`src/rtl/mips_load_store_unit.sv`:
```
// Data-memory initiator for MIPS loads/stores: computes the effective address, runs one
// req/ack transaction and returns extended load data or a misalignment/bus error.
module mips_load_store_unit #(
  parameter int unsigned ADDR_W  = 8,
  parameter int unsigned TIMEOUT = 15
) (
  input  logic              clk,
  input  logic              rst_n,
  input  logic              start,
  input  logic [31:0]       instruction,
  input  logic [31:0]       base,
  input  logic [31:0]       extend,
  input  logic [31:0]       store_data,
  output logic              busy,
  output logic              done,
  output logic [31:0]       load_data,
  output logic              addr_misaligned,
  output logic              bus_error,
  output logic              mem_req,
  output logic              mem_we,
  output logic [ADDR_W-1:0] mem_addr,
  output logic [3:0]        mem_be,
  output logic [31:0]       mem_wdata,
  input  logic [31:0]       mem_rdata,
  input  logic              mem_ack
);

  typedef enum logic [2:0] {StIdle, StReq, StDone, StMisal, StBusErr} state_e;
  typedef enum logic [1:0] {SzByte, SzHalf, SzWord} size_e;

  state_e            state_q, state_d;
  logic [7:0]        cnt_q, cnt_d;
  logic              we_q, we_d;
  logic [ADDR_W-1:0] addr_q, addr_d;
  logic [3:0]        be_q, be_d;
  logic [31:0]       wdata_q, wdata_d;
  logic [31:0]       ldata_q, ldata_d;
  logic [1:0]        off_q, off_d;
  size_e             size_q, size_d;
  logic              sign_q, sign_d;

  // Instruction decode
  logic        valid_op, is_store, is_signed, misaligned;
  size_e       size;
  logic [31:0] ea;
  logic [3:0]  be_calc;
  logic [31:0] wdata_calc;

  always_comb begin
    valid_op  = 1'b1;
    is_store  = 1'b0;
    is_signed = 1'b0;
    size      = SzWord;
    case (instruction[31:26])
      6'b100000: begin size = SzByte; is_signed = 1'b1; end
      6'b100001: begin size = SzHalf; is_signed = 1'b1; end
      6'b100011: size = SzWord;
      6'b100100: size = SzByte;
      6'b100101: size = SzHalf;
      6'b101000: begin size = SzByte; is_store = 1'b1; end
      6'b101001: begin size = SzHalf; is_store = 1'b1; end
      6'b101011: begin size = SzWord; is_store = 1'b1; end
      default:   valid_op = 1'b0;
    endcase
  end

  assign ea = base + extend;

  always_comb begin
    misaligned = 1'b0;
    be_calc    = 4'b1111;
    case (size)
      SzByte:  be_calc = 4'b0001 << ea[1:0];
      SzHalf: begin
        be_calc    = ea[1] ? 4'b1100 : 4'b0011;
        misaligned = ea[0];
      end
      default: misaligned = (ea[1:0] != 2'b00);
    endcase
  end

  // Replicate the store datum across lanes, then keep only the enabled ones
  always_comb begin
    wdata_calc = store_data;
    case (size)
      SzByte:  wdata_calc = {4{store_data[7:0]}};
      SzHalf:  wdata_calc = {2{store_data[15:0]}};
      default: wdata_calc = store_data;
    endcase
    for (int i = 0; i < 4; i++) begin
      if (!be_calc[i]) wdata_calc[8*i +: 8] = 8'h00;
    end
  end

  // Lane select and extension of the returned word
  logic [7:0]  rbyte;
  logic [15:0] rhalf;
  logic [31:0] ldata_ext;

  always_comb begin
    rbyte = mem_rdata[8*off_q +: 8];
    rhalf = off_q[1] ? mem_rdata[31:16] : mem_rdata[15:0];
    case (size_q)
      SzByte:  ldata_ext = {{24{sign_q & rbyte[7]}}, rbyte};
      SzHalf:  ldata_ext = {{16{sign_q & rhalf[15]}}, rhalf};
      default: ldata_ext = mem_rdata;
    endcase
  end

  always_comb begin
    state_d = state_q;
    cnt_d   = cnt_q;
    we_d    = we_q;
    addr_d  = addr_q;
    be_d    = be_q;
    wdata_d = wdata_q;
    ldata_d = ldata_q;
    off_d   = off_q;
    size_d  = size_q;
    sign_d  = sign_q;
    case (state_q)
      StIdle: begin
        if (start && valid_op) begin
          if (misaligned) begin
            state_d = StMisal;
          end else begin
            state_d = StReq;
            cnt_d   = 8'd0;
            we_d    = is_store;
            addr_d  = ea[ADDR_W+1:2];
            be_d    = be_calc;
            wdata_d = is_store ? wdata_calc : 32'h0;
            off_d   = ea[1:0];
            size_d  = size;
            sign_d  = is_signed;
          end
        end
      end
      StReq: begin
        // An ack on the final allowed cycle still completes the transaction
        if (mem_ack) begin
          state_d = StDone;
          if (!we_q) ldata_d = ldata_ext;
        end else if (cnt_q == 8'(TIMEOUT - 1)) begin
          state_d = StBusErr;
        end else begin
          cnt_d = cnt_q + 8'd1;
        end
      end
      default: state_d = StIdle;
    endcase
  end

  always_ff @(posedge clk or negedge rst_n) begin
    if (!rst_n) begin
      state_q <= StIdle;
      cnt_q   <= 8'd0;
      we_q    <= 1'b0;
      addr_q  <= '0;
      be_q    <= 4'b0000;
      wdata_q <= 32'h0;
      ldata_q <= 32'h0;
      off_q   <= 2'b00;
      size_q  <= SzWord;
      sign_q  <= 1'b0;
    end else begin
      state_q <= state_d;
      cnt_q   <= cnt_d;
      we_q    <= we_d;
      addr_q  <= addr_d;
      be_q    <= be_d;
      wdata_q <= wdata_d;
      ldata_q <= ldata_d;
      off_q   <= off_d;
      size_q  <= size_d;
      sign_q  <= sign_d;
    end
  end

  always_comb begin
    mem_req         = (state_q == StReq);
    busy            = (state_q == StReq);
    done            = (state_q == StDone) || (state_q == StMisal) || (state_q == StBusErr);
    addr_misaligned = (state_q == StMisal);
    bus_error       = (state_q == StBusErr);
    mem_we          = we_q;
    mem_addr        = addr_q;
    mem_be          = be_q;
    mem_wdata       = wdata_q;
    load_data       = ldata_q;
  end

endmodule

```
`config.mk`:
```
export PLATFORM = sky130hd
export DESIGN_NAME = mips_load_store_unit
export DESIGN_NICKNAME = d
export VERILOG_FILES = /design/src/rtl/mips_load_store_unit.sv
export SDC_FILE = /design/constraint.sdc
export NUM_CORES = 1
export LEC_CHECK = 0
export ABC_CLOCK_PERIOD_IN_PS = 2400
export CAP_MARGIN = 20
export CORE_MARGIN = 3
export CORE_UTILIZATION = 30
export CTS_CLUSTER_SIZE = 30
export DETAILED_ROUTE_END_ITERATION = 12
export DONT_BUFFER_PORTS = 1
export MAX_ROUTING_LAYER = met4
export PLACE_DENSITY = 0.5
export SYNTH_ARGS = -nofsm -noshare
export SYNTH_HDL_FRONTEND = slang
export SYNTH_SLANG_ARGS = --single-unit
```
`constraint.sdc`:
```
create_clock -name clk -period 2.4 [get_ports clk]
set_input_delay 0.24 -clock clk [delete_from_list [all_inputs] [get_ports clk]]
set_output_delay 0.24 -clock clk [all_outputs]
set_load 0.02 [all_outputs]
```
==> out/results.ini, run 1 <==
[place]
dpl.cell_count=749
place_hpwl_um=11000
gp_congestion=0.839
portBuffers=0

[yosys]
yosysSeqAreaShare_pct=46.7
synth_cell_type_count=60
synth_seq_cells=93
synthFlopType=dfrtp_1
synth-edff-count=0
netlist.area_leader.share_pct=46.1
async_reset_ff_share_pct=100
synthTopCellsByCount=nand2_1, dfrtp_1, a21oi_1
synth_fp_nets=721
synth_area_leaders=dfrtp_1, nand2_1, mux2i_1, a21oi_1, o21ai_0
yosysMostFrequentCell=nand2_1
synthesis.area_um2=4990
syn_area_per_cell_um2=9.16
yosys_warnings=0
synthCells=545
yosysTopAreaCell=dfrtp_1

[worst_setup_path]
crit_chain=inv_1, ha_1, nor3b_1, nand4_1, a22oi_1, or4_1, mux2i_1
r2r_end=cnt_q[5]
cp-start-kind=flip-flop
crit_fanout=7
reg2regPathDepth=7
crit_required_ps=2640
crit_arrival_ps=2280
worst-setup-path-type=flip-flop to flip-flop
critical-path-slowest-cell=or4_1
r2r-start=cnt_q[0]
slowest_delay_ps=540
worst-r2r-setup-slack_ps=360
worstSetupEndpointType=flip-flop

[global_route]
grt_pass1_wl_um=22900
grt_max_degree=94
globalRouteTotalUtil_pct=16.6
grt_pass1_vias=4140
antenna_found_initial=0
grt-ovfl-total=0

[final_layout]
drive_gt1_share_pct=7.25
utilization_pct=34.9
multi_input_area_um2=2490
n_fill_cell=1708
seq_area_um2=2330
synthToLayoutAreaGrowth_pct=12.4
layout.cells.non_filler=768
fin_nets=723
num_antenna_cells=0

[power_and_ir_drop]
vdd_drop_max_v=0.000367
total_power_mw=5.32
p_per_area_nw_per_um2=949
p_leak_nw=2.49

[floorplanning]
die_w_um=135
core_area_um2=16100
dieArea_um2=18200
start_util_pct=31.1
die-height_um=135
ios=246
num_rows=46

[timing]
rsz0062_at_grt=false
post-route-min-period_ps=2040
final.setup_skew_ps=10.2
post-route-period-util_pct=84.9
tns_ps=0
fmax_mhz=491
slew_viol_final=0
hold_violations=93
holdWs_ps=-409
slew_headroom_pct=61.0
worst_pin_slew_ps=582
setup_viol=0

[clock_tree]
root_buffer=clkbuf_16
cts_resized=0
cts_buffers=9
cts_num_sinks=93
insertion_delay_ps=350
cts_tree=done
clk_path_buf_depth=2
cts_max_level=3
clk_pin_slew_ps=70

[status]
status=complete, but fails checks
violations=negative hold slack

[min_path]
min_path_type=input pin to async pin

[detailed_routing]
num_vias=4071
drc=0
drtAntennaViolNets=0
viasPerCell=5.30
drt-initial-drc-count=178
first_pass_iters=4
drt_wl_total_um=14700
routedWlPerCell_um=19.2

[flow_run]
max_cap_viol_count=0

routing by layer:
layer / up-vias / global-route usage, % / wire, um
li1: 1957 / - / -
met3: 11 / 7.27 / 1650
met2: 148 / 27.0 / 7050
met5: - / - / 0
met4: 0 / 4.54 / 191
met1: 1955 / 18.8 / 5860
cell families (layout without fill, tap and decap cells):
group / count (synthesis) / count (layout) / share of synthesized area [%]
AND/OR/NAND/NOR: 185 / 185 / 17.0
AO/OA/AOI/OAI: 163 / 163 / 20.1
flip-flops: 93 / 93 / 46.7
buffers and inverters: 44 / 51 / 3.46
multiplexers: 37 / 37 / 7.72
adder cells (fa/ha/maj): 12 / 12 / 3.16
XOR/XNOR: 11 / 11 / 1.93
where the power goes:
| group | switching [mW] | leakage, nW | internal, mW | total (mW) |
|---|---|---|---|---|
| Clock | 0.671 | 0.152 | 0.856 | 1.53 |
| Combinational | 0.544 | 1.13 | 0.468 | 1.01 |
| Sequential | 0.818 | 1.20 | 1.97 | 2.78 |
| Total | 2.03 | 2.49 | 3.29 | 5.32 |
flip-flops by register name, summed over array words and instances (netlist names):
register / cells
cnt_q: 8
load_data: 32
mem_addr: 8
mem_be: 4
mem_wdata: 32
mem_we: 1
off_q: 2
sign_q: 1
size_q: 2
state_q: 3
what timing repair did:
action,CTS,global route
hold buffers,1,2
endpoints found under the hold margin,94,95
setup buffers,0,0
per-stage QoR:
stage,setup WS [ps],instance area (um2)
6_report,361,5610
3_3_place_gp,166,5260
5_1_grt,164,5610
2_1_floorplan,339,4990
4_1_cts,374,5590
3_5_place_dp,145,5260
how the worst max path moves through the flow:
stage | from | to | depth (start not counted)
6_report | cnt_q[0] | cnt_q[5] | 7
3_3_place_gp | base[0] | cnt_q[5] | 6
2_1_floorplan | base[0] | size_q[0] | 8
3_5_place_dp | base[0] | cnt_q[5] | 6
4_1_cts | cnt_q[0] | cnt_q[5] | 7
5_1_grt | cnt_q[0] | cnt_q[5] | 7
placed cells by master, fill, tap and decap left out, types with 7 or more instances in the layout:
master     count
nand2_1       94
dfrtp_1       92
a21oi_1       39
nor2_1        37
mux2i_1       34
o21ai_0       33
o21ai_1       33
inv_1         17
buf_4         15
a22o_1        12
ha_1          11
clkbuf_16      9
nor3b_1        8
a221oi_1       8
nand3_1        8
nor3_1         7
o22ai_1        7
area by class of cell:
| cell class | instances | share of cell area (%) |
|---|---|---|
| multi-input combinational | 408 | 44.4 |
| sequential | 93 | 41.5 |
| tap | 216 | 4.82 |
| clock buffer | 10 | 4.26 |
| timing repair buffer | 18 | 2.54 |
| clock inverter | 6 | 1.34 |
| inverter | 17 | 1.14 |
critical path: cells and delay by family, from the launching register on:
| family | cells | cell delay (ps) |
|---|---|---|
| AOI/OAI and AO/OA | 1 | 210 |
| buffers and inverters | 1 | 70 |
| muxes | 1 | 140 |
| adders and majority gates | 1 | 190 |
| DFF | 1 | 460 |
| and+or+nand+nor | 3 | 860 |
(Power assumes the default switching activity.)
==> inputs of run 2 (changes only) <==
- ABC_CLOCK_PERIOD_IN_PS: 2400 -> 1920
- clock period: 2.4 -> 1.92 ns (I/O delays scaled with it)
==> run 2 against run 1 <==
  * The flow still finishes with violations (negative hold slack)
  * Clock skew shrank 2.1 ps
  * Worst setup slack got worse by 240 ps
  * Clock power increased by 26%
  * Power grew 28%
  * Critical path type unchanged
  * Highest routed layer unchanged
==> out/results.ini, run 2 (synthesis results as in run 1) <==
[detailed_routing]
drt_wl_total_um=15400
num_vias=4260
routedWlPerCell_um=19.0
viasPerCell=5.25
drc=0
first_pass_iters=4
drt-initial-drc-count=237
drtAntennaViolNets=0

[clock_tree]
clk_pin_slew_ps=80
insertion_delay_ps=350
cts_tree=done
ctsHoldBuffers=25
clk_path_buf_depth=2
cts_buffers=9
root_buffer=clkbuf_16
cts_num_sinks=93
cts_max_level=3

[power_and_ir_drop]
pwr-share-comb_pct=21.1
p_int_mw=4.20
p_switching_mw=2.64
total_power_mw=6.84
p_per_area_nw_per_um2=1120
p_leak_nw=2.71
pwr-share-clk_pct=28.3
vdd_drop_max_v=0.000472
power.share.sequential_pct=50.7
p_sw_share_pct=38.6

[timing]
setup_viol=0
slew_viol_final=0
holdWs_ps=-463
rsz0062_at_grt=false
tns_ps=0
fmax_mhz=555
hold_violations=93
post-route-period-util_pct=93.8
slew_headroom_pct=67.8
worst_pin_slew_ps=482
final.setup_skew_ps=8.06
worst_slack_ps=119
post-route-min-period_ps=1800

[place]
place_hpwl_um=11300
pre_cts_ws_ps=-124
portBuffers=0
placed_area_um2=5470
dpl.cell_count=769
gp_congestion=0.843

[worst_setup_path]
critical-path-slowest-cell=dfrtp_1
crit_fanout=8
crit_required_ps=2210
worstSetupEndpointType=flip-flop
worst-setup-path-type=flip-flop to flip-flop
cp-start-kind=flip-flop
crit_arrival_ps=2090
slowest_delay_ps=440
crit_chain=or3_4, nor3_1, buf_4, and2_1, buf_12, a22o_1
worst-r2r-setup-slack_ps=120

[floorplanning]
die-height_um=135
core_area_um2=16100
ios=246
dieArea_um2=18200
num_rows=46
die_w_um=135
start_util_pct=31.1

[final_layout]
final_cell_mix=nand2_1, dfrtp_1, a21oi_1
n_fill_cell=1614
num_antenna_cells=0
fin_nets=766
multi_input_area_um2=2530
utilization_pct=37.9
layout.cells.non_filler=811
synthToLayoutAreaGrowth_pct=21.9
final_common_cell=nand2_1
drive_gt1_share_pct=11.4
seq_area_um2=2330
final_area_um2=6080

[status]
status=complete, but fails checks
violations=negative hold slack

[global_route]
grt_pass1_wl_um=24000
grt_pass1_vias=4399
grt_max_degree=94
antenna_found_initial=0
globalRouteTotalUtil_pct=17.3
grt-ovfl-total=0

[min_path]
min_path_type=input pin to async pin

[flow_run]
max_cap_viol_count=0

run 2: worst paths after layout:
check / from / endpoint / cells past startpoint
worst max-delay path: state_q[1] / mem_wdata[1] / 6
worst min-delay path: rst_n / mem_wdata[4] / 0
worst max register to register: state_q[1] / mem_wdata[1] / 6
worst min register to register: sign_q / sign_q / 2
max in group asynchronous: rst_n / size_q[1] / 0
min in group clk: store_data[5] / mem_wdata[21] / 2
run 2: power by group through the flow:
stage | clock [mW] | combinational, mW | sequential [mW]
finish | 1.93 | 1.44 | 3.46
global route | 2.08 | 1.65 | 3.55
CTS | 1.99 | 1.42 | 3.48
detailed placement | 0 | 1.37 | 3.52
global placement | 0 | 1.33 | 3.51
floorplan | 0 | 1.06 | 3.33
run 2: worst max-delay path: cells and delay by family, from the launching register on:
kind	cells	cell delay, ps
buffers and inverters	2	320
DFF	1	440
AOI/OAI and AO/OA	1	130
and+or+nand+nor	3	850
run 2: layout make-up:
cell class / instances / share of cell area, %
clock buffers: 9 / 3.70
clock inverters: 7 / 1.46
inverters: 17 / 1.05
multi-input cells: 408 / 41.6
flip-flops and latches: 93 / 38.3
well taps: 216 / 4.44
repair buffers: 61 / 9.44
run 2: repair_timing:
item,4_1_cts,5_1_grt
gates resized for setup,0,8
hold endpoints to repair,118,93
endpoints found under the setup margin,0,40
buffers inserted,0,1
run 2: layer usage:
layer / wire, um / vias to the layer above / track usage (%)
met5: 0 / - / -
met4: 273 / 0 / 5.71
met1: 6200 / 2037 / 20.2
met3: 1650 / 19 / 6.78
li1: - / 2038 / -
met2: 7250 / 166 / 27.7
